==> config.mk <==
export PLATFORM = sky130hd
export DESIGN_NAME = switch_allocator
export DESIGN_NICKNAME = d
export VERILOG_FILES = /design/src/rtl/switch_allocator.sv
export SDC_FILE = /design/constraint.sdc
export NUM_CORES = 1
export LEC_CHECK = 0
export BUFFER_PORTS_ARGS = -buffer_cell sky130_fd_sc_hd__buf_2
export CAP_MARGIN = 0
export CORE_MARGIN = 1.5
export CORE_UTILIZATION = 60
export DETAILED_ROUTE_END_ITERATION = 6
export PLACE_DENSITY_LB_ADDON = 0.15
export SKIP_CTS_REPAIR_TIMING = 1
export SLEW_MARGIN = 10
export SYNTH_ARGS = -nofsm -noshare
export SYNTH_HDL_FRONTEND = slang
export SYNTH_SLANG_ARGS = --single-unit
==> constraint.sdc <==
create_clock -name clk -period 6.8 [get_ports clk]
set_clock_uncertainty 0.1 [all_clocks]
set_input_delay 1.36 -clock clk [delete_from_list [all_inputs] [get_ports clk]]
set_output_delay 1.36 -clock clk [all_outputs]
set_load 0.05 [all_outputs]
==> src/rtl/switch_allocator.sv <==
// rtl/switch_allocator.sv - NUM_PORTS x NUM_PORTS round-robin switch allocator with optional wormhole lock
module switch_allocator #(
  parameter int NUM_PORTS = 5,
  parameter int DPORT_W   = $clog2(NUM_PORTS),
  parameter bit LOCK_EN   = 1'b1
) (
  input  logic                           clk,
  input  logic                           rst,
  input  logic [NUM_PORTS-1:0]           in_req,
  input  logic [NUM_PORTS*DPORT_W-1:0]   in_dport,
  input  logic [NUM_PORTS-1:0]           in_tail,
  input  logic [NUM_PORTS-1:0]           out_ready,
  output logic [NUM_PORTS-1:0]           in_grant,
  output logic [NUM_PORTS-1:0]           out_valid,
  output logic [NUM_PORTS*DPORT_W-1:0]   out_sel,
  output logic                           err
);

  typedef enum logic {ST_IDLE, ST_LOCKED} out_state_t;

  out_state_t             state_q [NUM_PORTS];
  out_state_t             state_d [NUM_PORTS];
  logic [DPORT_W-1:0]     ptr_q   [NUM_PORTS];
  logic [DPORT_W-1:0]     ptr_d   [NUM_PORTS];
  logic [DPORT_W-1:0]     owner_q [NUM_PORTS];
  logic [DPORT_W-1:0]     owner_d [NUM_PORTS];
  logic                   err_q, err_d;

  logic [DPORT_W-1:0]     dport    [NUM_PORTS];
  logic [NUM_PORTS-1:0]   dport_ok;
  logic [NUM_PORTS-1:0]   cand     [NUM_PORTS];
  logic                   found    [NUM_PORTS];
  logic [DPORT_W-1:0]     win      [NUM_PORTS];
  logic [NUM_PORTS-1:0]   valid_c;
  logic [NUM_PORTS-1:0]   grant_c;
  logic [NUM_PORTS*DPORT_W-1:0] sel_c;

  always_comb begin : decode
    for (int i = 0; i < NUM_PORTS; i++) begin
      dport[i]    = in_dport[i*DPORT_W +: DPORT_W];
      dport_ok[i] = ({1'b0, dport[i]} < (DPORT_W+1)'(NUM_PORTS));
    end
    for (int o = 0; o < NUM_PORTS; o++) begin
      for (int i = 0; i < NUM_PORTS; i++) begin
        cand[o][i] = in_req[i] & dport_ok[i] & (dport[i] == DPORT_W'(o));
      end
    end
  end

  // First candidate at or after ptr, wrapping modulo NUM_PORTS.
  always_comb begin : rr_pick
    int idx;
    idx = 0;
    for (int o = 0; o < NUM_PORTS; o++) begin
      found[o] = 1'b0;
      win[o]   = '0;
      for (int k = 0; k < NUM_PORTS; k++) begin
        idx = int'(ptr_q[o]) + k;
        if (idx >= NUM_PORTS) idx = idx - NUM_PORTS;
        if (!found[o] && cand[o][idx]) begin
          found[o] = 1'b1;
          win[o]   = DPORT_W'(idx);
        end
      end
    end
  end

  always_comb begin : next_state
    err_d   = err_q;
    valid_c = '0;
    sel_c   = '0;
    grant_c = '0;
    for (int o = 0; o < NUM_PORTS; o++) begin
      state_d[o] = state_q[o];
      ptr_d[o]   = ptr_q[o];
      owner_d[o] = owner_q[o];
    end

    for (int i = 0; i < NUM_PORTS; i++) begin
      if (in_req[i] && !dport_ok[i]) err_d = 1'b1;
    end

    for (int o = 0; o < NUM_PORTS; o++) begin
      // A lock owner steering elsewhere mid-packet is a protocol error; the lock stays.
      if (state_q[o] == ST_LOCKED && in_req[owner_q[o]] && dport[owner_q[o]] != DPORT_W'(o))
        err_d = 1'b1;

      if (out_ready[o]) begin
        if (state_q[o] == ST_IDLE) begin
          if (found[o]) begin
            valid_c[o]                   = 1'b1;
            sel_c[o*DPORT_W +: DPORT_W]  = win[o];
            ptr_d[o] = (win[o] == DPORT_W'(NUM_PORTS-1)) ? '0 : win[o] + 1'b1;
            if (LOCK_EN && !in_tail[win[o]]) begin
              state_d[o] = ST_LOCKED;
              owner_d[o] = win[o];
            end
          end
        end else if (cand[o][owner_q[o]]) begin
          valid_c[o]                  = 1'b1;
          sel_c[o*DPORT_W +: DPORT_W] = owner_q[o];
          if (in_tail[owner_q[o]]) state_d[o] = ST_IDLE;
        end
      end
    end

    for (int o = 0; o < NUM_PORTS; o++) begin
      for (int i = 0; i < NUM_PORTS; i++) begin
        if (valid_c[o] && sel_c[o*DPORT_W +: DPORT_W] == DPORT_W'(i)) grant_c[i] = 1'b1;
      end
    end
  end

  always_ff @(posedge clk or negedge rst) begin
    if (!rst) begin
      for (int o = 0; o < NUM_PORTS; o++) begin
        state_q[o] <= ST_IDLE;
        ptr_q[o]   <= '0;
        owner_q[o] <= '0;
      end
      err_q <= 1'b0;
    end else begin
      for (int o = 0; o < NUM_PORTS; o++) begin
        state_q[o] <= state_d[o];
        ptr_q[o]   <= ptr_d[o];
        owner_q[o] <= owner_d[o];
      end
      err_q <= err_d;
    end
  end

  assign in_grant  = rst ? grant_c : '0;
  assign out_valid = rst ? valid_c : '0;
  assign out_sel   = rst ? sel_c   : '0;
  assign err       = err_q;

endmodule
## Word-level counts from Yosys, hierarchy flattened

Index checks and enable logic that the tools add are counted.

| storage, ports and cells | value |
|---|---|
| flip-flop bits (word level) | 36 |
| bits of input ports | 32 |
| output and inout bits | 26 |
| word-level logic and storage cells | 650 |

| cells by class | value |
|---|---|
| add/subtract/negate cells | 50 |
| $lt $le $gt $ge | 70 |
| eq/ne operators | 49 |
| mux-type cells | 313 |
| bitwise logic cells | 45 |
| reduce and logical (&&, ||, !) cells | 107 |

Operators with widths:

| operator | number |
|---|---|
| $lt 32x5->1 const B | 25 |
| $mux 32 | 25 |
| $mux 3 | 60 |
| $mux 1 | 175 |
| $bmux 1 s3 | 45 |
| $sub 4x3->5 const B | 20 |
| $ge 4x3->1 const B | 20 |
| $eq 3x2->1 const B | 20 |
| $logic_and 1x1->1 | 60 |
| $bmux 3 s3 | 5 |
| $eq 3x3->1 const B | 15 |
| $add 3x2->4 const B | 10 |
| $lt 3x4->1 const B | 10 |
| $and 1x1->1 | 30 |
| $eq 3x1->1 const B | 10 |
| $logic_not 3->1 | 10 |
| $logic_not 1->1 | 25 |
| $add 3x1->4 const B | 5 |
| $add 3x3->4 const B | 5 |
| $ge 4x4->1 const B | 5 |
| $not 3->4 | 5 |
| $reduce_and 4->1 | 5 |
| $sub 3x3->4 const B | 5 |
| $add 3x1->3 const B | 5 |
| other kinds (11) | 34 |

## Logic depth before layout (Yosys ltp)

| logic depth | value |
|---|---|
| depth in word-level cells | 30 |
| gate-level depth with buffers | 19 |
| gate-level depth less buffers | 17 |

## Worst setup path before layout

OpenSTA, ideal clock, no wires.

| timing | value |
|---|---|
| path kind | input port to output port |
| start | input port in_dport[13] |
| end | output port in_grant[2] |
| arrival time | 4.626 ns |
| required time | 5.340 ns |
| setup slack | 0.714 ns |
| cell stages on the path | 9 |
| buffers on the path | 0 |
| path through | or4b_1 > or4_1 > o21ai_0 > or4b_1 > nor2_2 > and3_1 > o31a_1 > or3_1 > a41oi_1 |

| between the ends | value |
|---|---|
| word-level cells in the longest chain between the ends | 30 |
| elaborated cells between the ends (all ways) | 243 |
| classes of those cells | order compare: 1; eq/ne: 9; mux: 181; bitwise: 6; reduce/logical: 46 |

RTL lines:

| what | line | source |
|---|---|---|
| start: declaration | 10 | `input logic [NUM_PORTS*DPORT_W-1:0] in_dport,` |
| $lt 3x3->1 | 41 | `dport_ok[i] = ({1'b0, dport[i]} < (DPORT_W+1)'(NUM_PORTS));` |
| $and 1x1->1 (2 in a row) | 45 | `cand[o][i] = in_req[i] & dport_ok[i] & (dport[i] == DPORT_W'(o));` |
| $bmux 1 s3 | 60 | `if (!found[o] && cand[o][idx]) begin` |
| $mux 1 (implied by the code) (2 in a row) | 60 |  |
| $mux 1 | 60 |  |
| $logic_not 1->1 | 60 |  |
| $logic_and 1x1->1 | 60 |  |
| $mux 1 | 60 |  |
| [... 9 more ...] | - |  |
| $mux 3 | 90 | `if (found[o]) begin` |
| $mux 3 | 89 | `if (state_q[o] == ST_IDLE) begin` |
| $mux 3 | 88 | `if (out_ready[o]) begin` |
| $eq 3x2->1 | 109 | `if (valid_c[o] && sel_c[o*DPORT_W +: DPORT_W] == DPORT_W'(i)) grant_c[i] = 1'b1;` |
| $logic_and 1x1->1 | 109 |  |
| $mux 1 (4 in a row) | 109 |  |
| $mux 1 * | 109 |  |
| $mux 5 * | 132 | `assign in_grant = rst ? grant_c : '0;` |
| end: declaration | 13 | `output logic [NUM_PORTS-1:0] in_grant,` |

Mark *: on every way between the ends. The rest lies on a longest branch, timed or not. The select of a mux whose other input is x is not followed.

## Worst setup path after layout

| timing | value |
|---|---|
| start | register ptr_q[9] (netlist name) |
| end | output port in_grant[0] |

| between the ends | value |
|---|---|
| word-level cells in the longest chain between the ends | 28 |
| elaborated cells between the ends (all ways) | 65 |
| classes of those cells | add/sub: 9; order compare: 5; mux: 41; reduce/logical: 10 |

RTL lines:

| what | line | source |
|---|---|---|
| start: declaration | 23 | `logic [DPORT_W-1:0] ptr_q [NUM_PORTS];` |
| start signal: indexed assignment | 125 | `ptr_q[o] <= ptr_d[o];` |
| branches (longest 22 deep; another with $sub 4x3->5) | - |  |
| $logic_and 1x1->1 * | 109 |  |
| $mux 1 * (4 in a row) | 109 |  |
| $mux 5 * | 132 |  |

Mark *: on every way between the ends. The select of a mux whose other input is x is not followed.

==> summary.md <==
| Metric | Value |
|---|---|
| Outcome | `finished, final reports clean` |
| Setup ws final | `~0.38 ns` |
| Area occupied by multi-input gates | `approximately 8200 sq um` |
| Share of layout cells above drive strength 1 | `0.145` |
| Vias in the first global route | `9550` |
| Post-Syn Area | `approximately 9700 sq um` |
| Top cells by area, synth | `dfrtp_1, ha_1, mux2i_1, nand2_1, o21ai_0` |
| RePlAce Congestion | `roughly 1` |
| Crit-path slowest cell | `a211oi_1` |
| Crit path cell chain | `clkinv_1, ha_1, inv_1, ha_1, a211o_1, a211oi_1, o221ai_1, nand3b_1, o211ai_1, nor2b_1, o2bb2ai_1, a32oi_1, buf_4, o2111ai_1, o211ai_1, o31a_1, buf_2` |
| Die ar. | `approximately 17000 sq um` |
| IO Port Bufs | `57` |
| Post-synth top area cell | `dfrtp_1` |
| Top_reg_cell synth | `dfrtp_1` |
| Clk sinks | `36` |
| Final hold viol count | `0` |
| GR Overflow Total | `0` |
| Num CTS Buffers | `5` |
| Syn Inst Count | `approximately 1300` |
| Crit path capture type | `output pin` |
| Synth cell types | `127` |
| Worst EP required | `5.34 ns` |
| Max_cap viols | `0` |
| F_max | `roughly 0.16 GHz` |
| Iteration-0 DRC Markers | `roughly 1100` |
| Crit path max-delay family | `compound AO/OA/AOI/OAI gates` |
| Buffers plus inverters on the worst setup path | `4` |
| Routed vias/inst | `6.86` |
| FP Rows | `46` |
| Reg2Reg Setup Slack | `~2.1 ns` |
| FF-to-FF path depth | `14` |
| Max stage delay on crit path | `around 0.57 ns` |
| Ant diodes | `0` |
| CP Class | `reg -> out` |
| Yosys warns | `0` |
| Mapped Avg Cell Area | `around 7.4 sq um` |
| Die Y | `around 130 um` |
| Clock root buffer | `clkbuf_16` |
| Drt pass-1 iters | `5` |
| Worst Path Max Fanout | `9` |
| WP depth | `17` |
| Final Setup Violations | `0` |
| Critical path startpoint category | `flip-flop` |
| Synth-to-layout area growth | `5.26%` |
| Initial antenna violation count | `0` |
| Via count | `~11000` |
| Pre-CTS WS | `slightly below 0.6 ns` |
| Clock Latency Late Sink | `between 0.2 and 0.3 ns` |
| # fillers | `1513` |
| HPWL Detailed | `between 20000 and 25000 um` |
| Slew HR | `0.459` |
| RSZ-0062 raised after global routing | `no` |
| Total global-route track usage | `0.344` |
| Clock slew at reported path FFs | `0.07 ns` |
| Actual slew at the worst max-slew pin | `roughly 0.80 ns` |
| Period Utilization, post-route | `0.943` |
| WL per Instance | `approximately 19 um` |
| Max-slew violation count | `0` |
| Hold Path Class | `reg -> reg` |
| Sequential share of the synthesized area | `0.0924` |
| Number of H-tree levels | `2` |
| Ports | `just under 60` |
| Min Tclk post-route | `6.42 ns` |
| Mapped Nets | `1408` |
| TNS Setup | `0 ns` |
| Yosys top cell area share | `0.0924` |
| Remaining DRCs | `0` |
| WL final | `just under 30000 um` |
| Register Area | `around 900 sq um` |
| Clk buf depth | `2` |
| Flops & latches, synth | `36` |
| Number of synthesized flops with an enable pin | `0` |
| First-pass GRT wire length | `47200 um` |
| WP data arrival | `4.96 ns` |
| Post-route ant nets | `0` |
| Nets | `roughly 1400` |
| CTS tree | `done` |
| Core box area | `15900 sq um` |
| Die width | `around 130 um` |
| WHS Path Cells | `1` |
| Async set-reset flop share out of synthesis | `1.00` |
| Initial core utilization | `0.613` |
| Largest net degree at the start of global routing | `30` |
cell families (layout without fill, tap and decap cells):
| group | Yosys count | after routing | share of synthesized area |
|---|---|---|---|
| compound gates | 426 | 426 | 0.324 |
| xor+xnor | 26 | 26 | 0.0234 |
| fa+ha+maj | 68 | 68 | 0.0873 |
| buf+inv | 149 | 161 | 0.0674 |
| flops | 36 | 36 | 0.0924 |
| mux | 79 | 79 | 0.0939 |
| simple gates | 524 | 524 | 0.311 |
state kept, by name, indices dropped and copies added, names as in the netlist:
register  cells
owner_q      15
err           1
state_q       5
ptr_q        15
cells in the final DEF, fill, tap and decap left out, types with 12 or more instances in the layout:
cell	netlist	routed
a211o_1	12	12
a211oi_1	22	22
a21o_1	15	15
a21oi_1	76	76
a31oi_1	19	19
and2_1	19	19
and3_1	13	13
buf_2	32	57
buf_4	7	23
dfrtp_1	36	36
ha_1	68	68
inv_1	65	65
mux2i_1	60	60
nand2_1	115	115
nand2b_1	19	19
nand3_1	55	55
nand4bb_1	12	12
nor2_1	91	91
nor2b_1	38	38
nor3_1	29	29
o211ai_1	20	20
o21ai_0	77	77
o311ai_0	12	12
or3_1	14	14
xnor2_1	22	22
per-stage QoR:
stage	hold WS (ns)	utilization	area, sq um	std cells
2_1_floorplan	0.408	-	9740	1308
3_3_place_gp	0.497	0.635	10100	1528
3_5_place_dp	0.506	0.635	10100	1528
4_1_cts	0.522	0.646	10300	1536
5_1_grt	0.541	0.646	10300	1536
6_report	0.527	0.646	10300	1536
Yosys cell counts (8+ instances only):
cell type / instances
mux4_2: 8
o21ai_1: 11
a21o_1: 15
o211ai_1: 20
buf_2: 32
a21oi_1: 76
and2_1: 19
a211o_1: 12
o22ai_1: 9
a31oi_1: 19
nand4_1: 10
nor4_1: 9
ha_1: 68
nor2_1: 91
o311ai_0: 12
nor3b_1: 8
nand2_1: 115
inv_1: 65
dfrtp_1: 36
and3_1: 13
mux2_2: 8
or2_2: 8
nand4bb_1: 12
or3_1: 14
nor2b_1: 38
nand2b_1: 19
a211oi_1: 22
nor3_1: 29
xnor2_1: 22
o31ai_1: 11
nand3b_1: 10
and4bb_2: 8
a22oi_1: 11
clkbuf_1: 32
o21ai_0: 77
mux2i_1: 60
o21a_1: 11
nand3_1: 55
routing by layer:
layer  GRT usage  up-vias  share of wire
li1            -     4989              -
met4       0.160        0          0.041
met3      0.0570       99          0.077
met5           0        -              0
met1       0.455     4937           0.43
met2       0.552      516           0.45
final cells by class:
cell class	count	share of cell area
clock inverters	3	0.00415
clock buffers	5	0.0122
multi-input cells	1123	0.798
inverters	73	0.0267
flip-flops and latches	36	0.0878
well taps	216	0.0263
repair buffers	80	0.0446
path summary, 6_finish.rpt:
path,startpoint,endpoint
worst max-delay path,ptr_q[9]$_DFFE_PN0P_,in_grant[0]
worst min-delay path,state_q[2]$_DFFE_PN0P_,state_q[2]$_DFFE_PN0P_
worst max register to register,ptr_q[13]$_DFFE_PN0P_,ptr_q[14]$_DFFE_PN0P_
worst min register to register,state_q[2]$_DFFE_PN0P_,state_q[2]$_DFFE_PN0P_
max in group asynchronous,rst,state_q[0]$_DFFE_PN0P_
min in group asynchronous,rst,owner_q[3]$_DFFE_PN0P_
Power is not shown: default switching activity piles up to over one toggle a cycle in this logic, so the estimate is an artifact.
